--- src/rtl/tl_pkg.sv ---
// TileLink-UL types and constants shared by the UI arbiter, its A-channel slice and benches.
package tl_pkg;

  localparam int unsigned TL_RS = 4;
  localparam int unsigned TL_AW = 28;
  localparam int unsigned TL_SW = TL_RS + 1;
  localparam int unsigned TL_DW = 32;
  localparam int unsigned TL_MW = 4;

  localparam logic [2:0] TL_PUT_FULL    = 3'd0;
  localparam logic [2:0] TL_PUT_PARTIAL = 3'd1;
  localparam logic [2:0] TL_GET         = 3'd4;
  localparam logic [2:0] TL_ACK         = 3'd0;
  localparam logic [2:0] TL_ACK_DATA    = 3'd1;

  typedef struct packed {
    logic [2:0]       opcode;
    logic [2:0]       param;
    logic [3:0]       size;
    logic [TL_SW-1:0] source;
    logic [TL_AW-1:0] address;
    logic [TL_MW-1:0] mask;
    logic [TL_DW-1:0] data;
    logic             corrupt;
  } tl_a_t;

  // A-channel payload minus source; source is carried separately so its width can vary
  typedef struct packed {
    logic [2:0]       opcode;
    logic [2:0]       param;
    logic [3:0]       size;
    logic [TL_AW-1:0] address;
    logic [TL_MW-1:0] mask;
    logic [TL_DW-1:0] data;
    logic             corrupt;
  } tl_a_body_t;

  // Prepend the master index so responses can be steered back
  function automatic logic [TL_SW-1:0] tl_tag_source(input logic sel,
                                                     input logic [TL_RS-1:0] src);
    return {sel, src};
  endfunction

endpackage

--- src/rtl/tl_a_slice.sv ---
// One-entry A-channel register: refills whenever empty or drained, payload held while stalled.
module tl_a_slice
  import tl_pkg::*;
#(
  parameter int unsigned SRC_W = TL_SW
) (
  input  logic             clk,
  input  logic             rst,
  input  logic             load_i,
  input  logic             take_i,
  input  tl_a_body_t       body_i,
  input  logic [SRC_W-1:0] src_i,
  output logic             valid_o,
  output tl_a_body_t       body_o,
  output logic [SRC_W-1:0] src_o
);

  logic             valid_q, valid_d;
  tl_a_body_t       body_q, body_d;
  logic [SRC_W-1:0] src_q, src_d;

  always_comb begin
    valid_d = valid_q;
    body_d  = body_q;
    src_d   = src_q;
    if (load_i) begin
      valid_d = take_i;
      if (take_i) begin
        body_d = body_i;
        src_d  = src_i;
      end
    end
  end

  always_ff @(posedge clk) begin
    if (rst) valid_q <= 1'b0;
    else     valid_q <= valid_d;
  end

  // Payload needs no reset: it is only observed while valid_q is set
  always_ff @(posedge clk) begin
    body_q <= body_d;
    src_q  <= src_d;
  end

  assign valid_o = valid_q;
  assign body_o  = body_q;
  assign src_o   = src_q;

endmodule

--- src/rtl/tl_ui_arbiter2.sv ---
// 2:1 TileLink-UL arbiter in front of the DDR3 UI bridge: round-robin A with source tagging, D demux.
module tl_ui_arbiter2
  import tl_pkg::*;
(
  input  logic             tilelink_clock_i,
  input  logic             tilelink_reset_i,

  input  logic [2:0]       m0_a_opcode,
  input  logic [2:0]       m0_a_param,
  input  logic [3:0]       m0_a_size,
  input  logic [TL_RS-1:0] m0_a_source,
  input  logic [TL_AW-1:0] m0_a_address,
  input  logic [3:0]       m0_a_mask,
  input  logic [31:0]      m0_a_data,
  input  logic             m0_a_corrupt,
  input  logic             m0_a_valid,
  output logic             m0_a_ready,
  output logic [2:0]       m0_d_opcode,
  output logic [1:0]       m0_d_param,
  output logic [3:0]       m0_d_size,
  output logic [TL_RS-1:0] m0_d_source,
  output logic             m0_d_denied,
  output logic             m0_d_corrupt,
  output logic [31:0]      m0_d_data,
  output logic             m0_d_valid,
  input  logic             m0_d_ready,

  input  logic [2:0]       m1_a_opcode,
  input  logic [2:0]       m1_a_param,
  input  logic [3:0]       m1_a_size,
  input  logic [TL_RS-1:0] m1_a_source,
  input  logic [TL_AW-1:0] m1_a_address,
  input  logic [3:0]       m1_a_mask,
  input  logic [31:0]      m1_a_data,
  input  logic             m1_a_corrupt,
  input  logic             m1_a_valid,
  output logic             m1_a_ready,
  output logic [2:0]       m1_d_opcode,
  output logic [1:0]       m1_d_param,
  output logic [3:0]       m1_d_size,
  output logic [TL_RS-1:0] m1_d_source,
  output logic             m1_d_denied,
  output logic             m1_d_corrupt,
  output logic [31:0]      m1_d_data,
  output logic             m1_d_valid,
  input  logic             m1_d_ready,

  output logic [2:0]       ddr3_a_opcode,
  output logic [2:0]       ddr3_a_param,
  output logic [3:0]       ddr3_a_size,
  output logic [TL_RS:0]   ddr3_a_source,
  output logic [TL_AW-1:0] ddr3_a_address,
  output logic [3:0]       ddr3_a_mask,
  output logic [31:0]      ddr3_a_data,
  output logic             ddr3_a_corrupt,
  output logic             ddr3_a_valid,
  input  logic             ddr3_a_ready,
  input  logic [2:0]       ddr3_d_opcode,
  input  logic [1:0]       ddr3_d_param,
  input  logic [3:0]       ddr3_d_size,
  input  logic [TL_RS:0]   ddr3_d_source,
  input  logic             ddr3_d_denied,
  input  logic             ddr3_d_corrupt,
  input  logic [31:0]      ddr3_d_data,
  input  logic             ddr3_d_valid,
  output logic             ddr3_d_ready
);

  logic             clk, rst;
  logic             load, take, grant;
  logic             last_grant_q, last_grant_d;
  logic             a_valid;
  tl_a_body_t       m0_body, m1_body, sel_body, a_body;
  logic [TL_SW-1:0] sel_src, a_src;
  tl_a_t            a_out;
  logic             d_sel;

  assign clk = tilelink_clock_i;
  assign rst = tilelink_reset_i;

  assign m0_body = '{opcode: m0_a_opcode, param: m0_a_param, size: m0_a_size,
                     address: m0_a_address, mask: m0_a_mask, data: m0_a_data,
                     corrupt: m0_a_corrupt};
  assign m1_body = '{opcode: m1_a_opcode, param: m1_a_param, size: m1_a_size,
                     address: m1_a_address, mask: m1_a_mask, data: m1_a_data,
                     corrupt: m1_a_corrupt};

  // Round-robin grant: a tie goes to the master that did not win last
  always_comb begin
    load  = !a_valid || ddr3_a_ready;
    grant = 1'b0;
    if (m0_a_valid && m1_a_valid) grant = !last_grant_q;
    else if (m1_a_valid)          grant = 1'b1;
    take         = !rst && load && (m0_a_valid || m1_a_valid);
    m0_a_ready   = take && !grant;
    m1_a_ready   = take && grant;
    last_grant_d = take ? grant : last_grant_q;
    sel_body     = grant ? m1_body : m0_body;
    sel_src      = tl_tag_source(grant, grant ? m1_a_source : m0_a_source);
  end

  always_ff @(posedge clk) begin
    if (rst) last_grant_q <= 1'b1;
    else     last_grant_q <= last_grant_d;
  end

  tl_a_slice #(
    .SRC_W (TL_SW)
  ) u_a_slice (
    .clk     (clk),
    .rst     (rst),
    .load_i  (load),
    .take_i  (take),
    .body_i  (sel_body),
    .src_i   (sel_src),
    .valid_o (a_valid),
    .body_o  (a_body),
    .src_o   (a_src)
  );

  assign a_out = '{opcode: a_body.opcode, param: a_body.param, size: a_body.size,
                   source: a_src, address: a_body.address, mask: a_body.mask,
                   data: a_body.data, corrupt: a_body.corrupt};

  assign ddr3_a_opcode  = a_out.opcode;
  assign ddr3_a_param   = a_out.param;
  assign ddr3_a_size    = a_out.size;
  assign ddr3_a_source  = a_out.source;
  assign ddr3_a_address = a_out.address;
  assign ddr3_a_mask    = a_out.mask;
  assign ddr3_a_data    = a_out.data;
  assign ddr3_a_corrupt = a_out.corrupt;
  assign ddr3_a_valid   = a_valid;

  // D demux depends only on D-side signals, keeping A and D free of combinational coupling
  always_comb begin
    d_sel        = ddr3_d_source[TL_RS];
    m0_d_opcode  = ddr3_d_opcode;
    m0_d_param   = ddr3_d_param;
    m0_d_size    = ddr3_d_size;
    m0_d_source  = ddr3_d_source[TL_RS-1:0];
    m0_d_denied  = ddr3_d_denied;
    m0_d_corrupt = ddr3_d_corrupt;
    m0_d_data    = ddr3_d_data;
    m0_d_valid   = ddr3_d_valid && !d_sel;
    m1_d_opcode  = ddr3_d_opcode;
    m1_d_param   = ddr3_d_param;
    m1_d_size    = ddr3_d_size;
    m1_d_source  = ddr3_d_source[TL_RS-1:0];
    m1_d_denied  = ddr3_d_denied;
    m1_d_corrupt = ddr3_d_corrupt;
    m1_d_data    = ddr3_d_data;
    m1_d_valid   = ddr3_d_valid && d_sel;
    ddr3_d_ready = d_sel ? m1_d_ready : m0_d_ready;
  end

endmodule

--- config.mk ---
export PLATFORM = sky130hd
export DESIGN_NAME = tl_ui_arbiter2
export DESIGN_NICKNAME = d
export VERILOG_FILES = /design/src/rtl/tl_pkg.sv /design/src/rtl/tl_a_slice.sv /design/src/rtl/tl_ui_arbiter2.sv
export SDC_FILE = /design/constraint.sdc
export NUM_CORES = 1
export LEC_CHECK = 0
export ABC_AREA = 1
export ABC_CLOCK_PERIOD_IN_PS = 3300
export CAP_MARGIN = 10
export CORE_AREA = 2 2 153 155
export CTS_CLUSTER_DIAMETER = 30
export DETAILED_ROUTE_END_ITERATION = 8
export DIE_AREA = 0 0 155 157
export GPL_ROUTABILITY_DRIVEN = 0
export PLACE_DENSITY = 0.63
export SYNTH_ARGS = -nofsm -noshare
export SYNTH_HDL_FRONTEND = slang
export SYNTH_HIERARCHICAL = 1
export SYNTH_SLANG_ARGS = --single-unit
--- constraint.sdc ---
create_clock -name tilelink_clock_i -period 3.3 [get_ports tilelink_clock_i]
set_clock_uncertainty 0.05 [all_clocks]
set_input_delay 0.495 -clock tilelink_clock_i [delete_from_list [all_inputs] [get_ports tilelink_clock_i]]
set_output_delay 0.495 -clock tilelink_clock_i [all_outputs]
set_load 0.03 [all_outputs]
==> run summary <==
Core box area -> 22500 sq um
Maximum clock insertion buffer count -> 2
Worst skew pair latency -> 320 ps
Total setup buffers inserted after CTS -> 0
Design Area, Final -> 6670 sq um
Yosys warning total -> 6
CTS Sinks -> 82
Largest net degree at the start of global routing -> 81
CTS Hold Buffers Added -> 0
Flop-to-flop setup slack -> 1640 ps
Gates resized, CTS repair -> 0
Netlist cell types -> 14
Post-DR vias/cell -> 3.73
Max-slew headroom -> 0.688
Clk Tree Root Cell -> clkbuf_16
CTS tree -> yes
Initial DRC Count -> 197
Max rail drop VDD -> 0.000263 V
Yosys reg bits -> 82
Layout cell share with drive strength beyond 1 -> 0.0390
Setup CP Type -> input pin to output port
Row cnt -> 55
Setup TNS Final -> 0 ps
Crit start category -> input pin
Synthesis-to-finish area growth -> 55.4%
GRT Resource Usage Total -> 0.126
Max Clock Freq -> 365 MHz
ANT nets after route -> 0
Die area -> 24300 sq um
RSZ-0062 raised after global routing -> no
TritonRoute pass-1 iters -> 4
Fin Hold WS -> 477 ps
DIE WIDTH -> 155 um
Gr ovfl total -> 0
CP endpoint kind -> output port
DRC violations left -> 0
Hold Crit Class -> flop to flop
Post-Syn Area -> 4290 sq um
Setup violations, final -> 0
Synth top area cells -> edfxtp_1, nand2_1, buf_4
Total power -> 2.96 mW
Pleak -> 2.71 nW
Post-synthesis sequential area ratio -> 0.569
Vias post-DR -> 3361
Die height -> 157 um
Setup crit start -> m0_a_valid
WL/cell -> 17.8 um
Primary FF master, synth -> edfxtp_1
FFs w/ async S/R, synth -> 0
Synth top area share -> 0.559
Number of synthesized flops with an enable pin -> 80
# IOs -> 394
Starting Density -> 0.191
Worst R2R Start -> u_a_slice/valid_o$_SDFFE_PP0P_
Hpwl dp -> 12.7 mm
Worst path required time -> 2750 ps
Post-layout utilization of the core -> 0.297
Total of max-cap violations -> 0
Number of global-route vias before repair -> 3474
Most common cell in the netlist -> nand2_1
Worst-margin pin slew -> 467 ps
Crit-path max FO -> 3
Initial antenna violation count -> 1
Final worst path period share -> 0.829
Outcome -> finished clean
Post-synth top cells -> nand2_1, buf_4, edfxtp_1
Clock transition at path regs -> 50 ps
Area leader, netlist -> edfxtp_1
Worst Path Arrival -> 2190 ps
Hold_sp -> last_grant_q$_SDFFE_PP1P_
Ant diodes -> 0
Port Buf Inserts -> 252
Syn_nets -> 670
Synth Instances -> 456
Htree depth -> 3
Cell Pwr Density -> 444 nW/um^2
Routed WL -> 16.1 mm
Final #Nets -> 827
Total CTS buffers -> 9
Post-Syn Area per Cell -> 9.42 sq um
Max-slew violations -> 0
Placed inst area -> 6390 sq um
Crit path time final -> 2740 ps
Global-route wire length before repair -> 22.4 mm
Final Hold Fails -> 0
[routing by layer]
metal	global-route usage	vias up	routed length, um
met5	0	-	0
met4	0.0375	0	250
met3	0.0763	17	2370
met2	0.232	249	8280
met1	0.116	1438	5180
li1	-	1657	-
[cell type report]
class,count,area (sq um)
clock buffer,9,225
tap,285,357
clock inverter,5,57.6
sequential,82,2440
multi-input combinational,252,976
inverter,11,42.5
timing repair buffer,257,2570
fill,2322,15800
[kinds of logic after synthesis]
| group | share of synthesized area |
|---|---|
| multiplexers | 0.00262 |
| AO/OA/AOI/OAI | 0.00524 |
| flip-flops | 0.569 |
| AND/OR/NAND/NOR | 0.218 |
| buffers and inverters | 0.206 |
[power by group]
group | switching (mW) | leakage, nW | total [mW] | internal [mW]
logic | 0.362 | 1.80 | 0.706 | 0.345
clock network | 0.411 | 0.129 | 0.987 | 0.577
registers | 0.0216 | 0.783 | 1.27 | 1.25
total | 0.794 | 2.71 | 2.96 | 2.17
[cell usage in the layout, fill, tap and decap left out, drive strengths merged]
| cell type | instances |
|---|---|
| bufinv | 1 |
| clkbuf | 9 |
| buf | 5 |
| clkinv | 2 |
| dfxtp | 2 |
| a21oi | 3 |
| nand3 | 3 |
| nor2 | 2 |
| clkinvlp | 3 |
| mux2 | 1 |
| nand2 | 243 |
| clkdlybuf4s50 | 252 |
| inv | 10 |
| edfxtp | 80 |
[worst paths after layout]
check | to | cells past startpoint
worst max-delay path | m0_a_ready | 6
worst max register to register | u_a_slice/body_o[11]$_DFFE_PP_ | 6
worst min-delay path | last_grant_q$_SDFFE_PP1P_ | 2
worst min register to register | last_grant_q$_SDFFE_PP1P_ | 2
[critical path: stages]
cell and delay, ps:
clkdlybuf4s50_1 540, inv_1 60, nand2_1 80, nand3_1 110, nor2_1 210, clkdlybuf4s50_1 710
[per-stage QoR]
step           worst slack [ps]  std cells
2_1_floorplan               405        456
4_1_cts                     571        901
6_report                    563        901
3_5_place_dp                573        887
5_1_grt                     506        901
3_3_place_gp                596        887
[state kept, by name, indices dropped and copies added (netlist names)]
signal,count
u_a_slice/valid_o,1
u_a_slice/body_o,75
last_grant_q,1
u_a_slice/src_o,5
No activity file was read; power rests on OpenSTA's default activity.
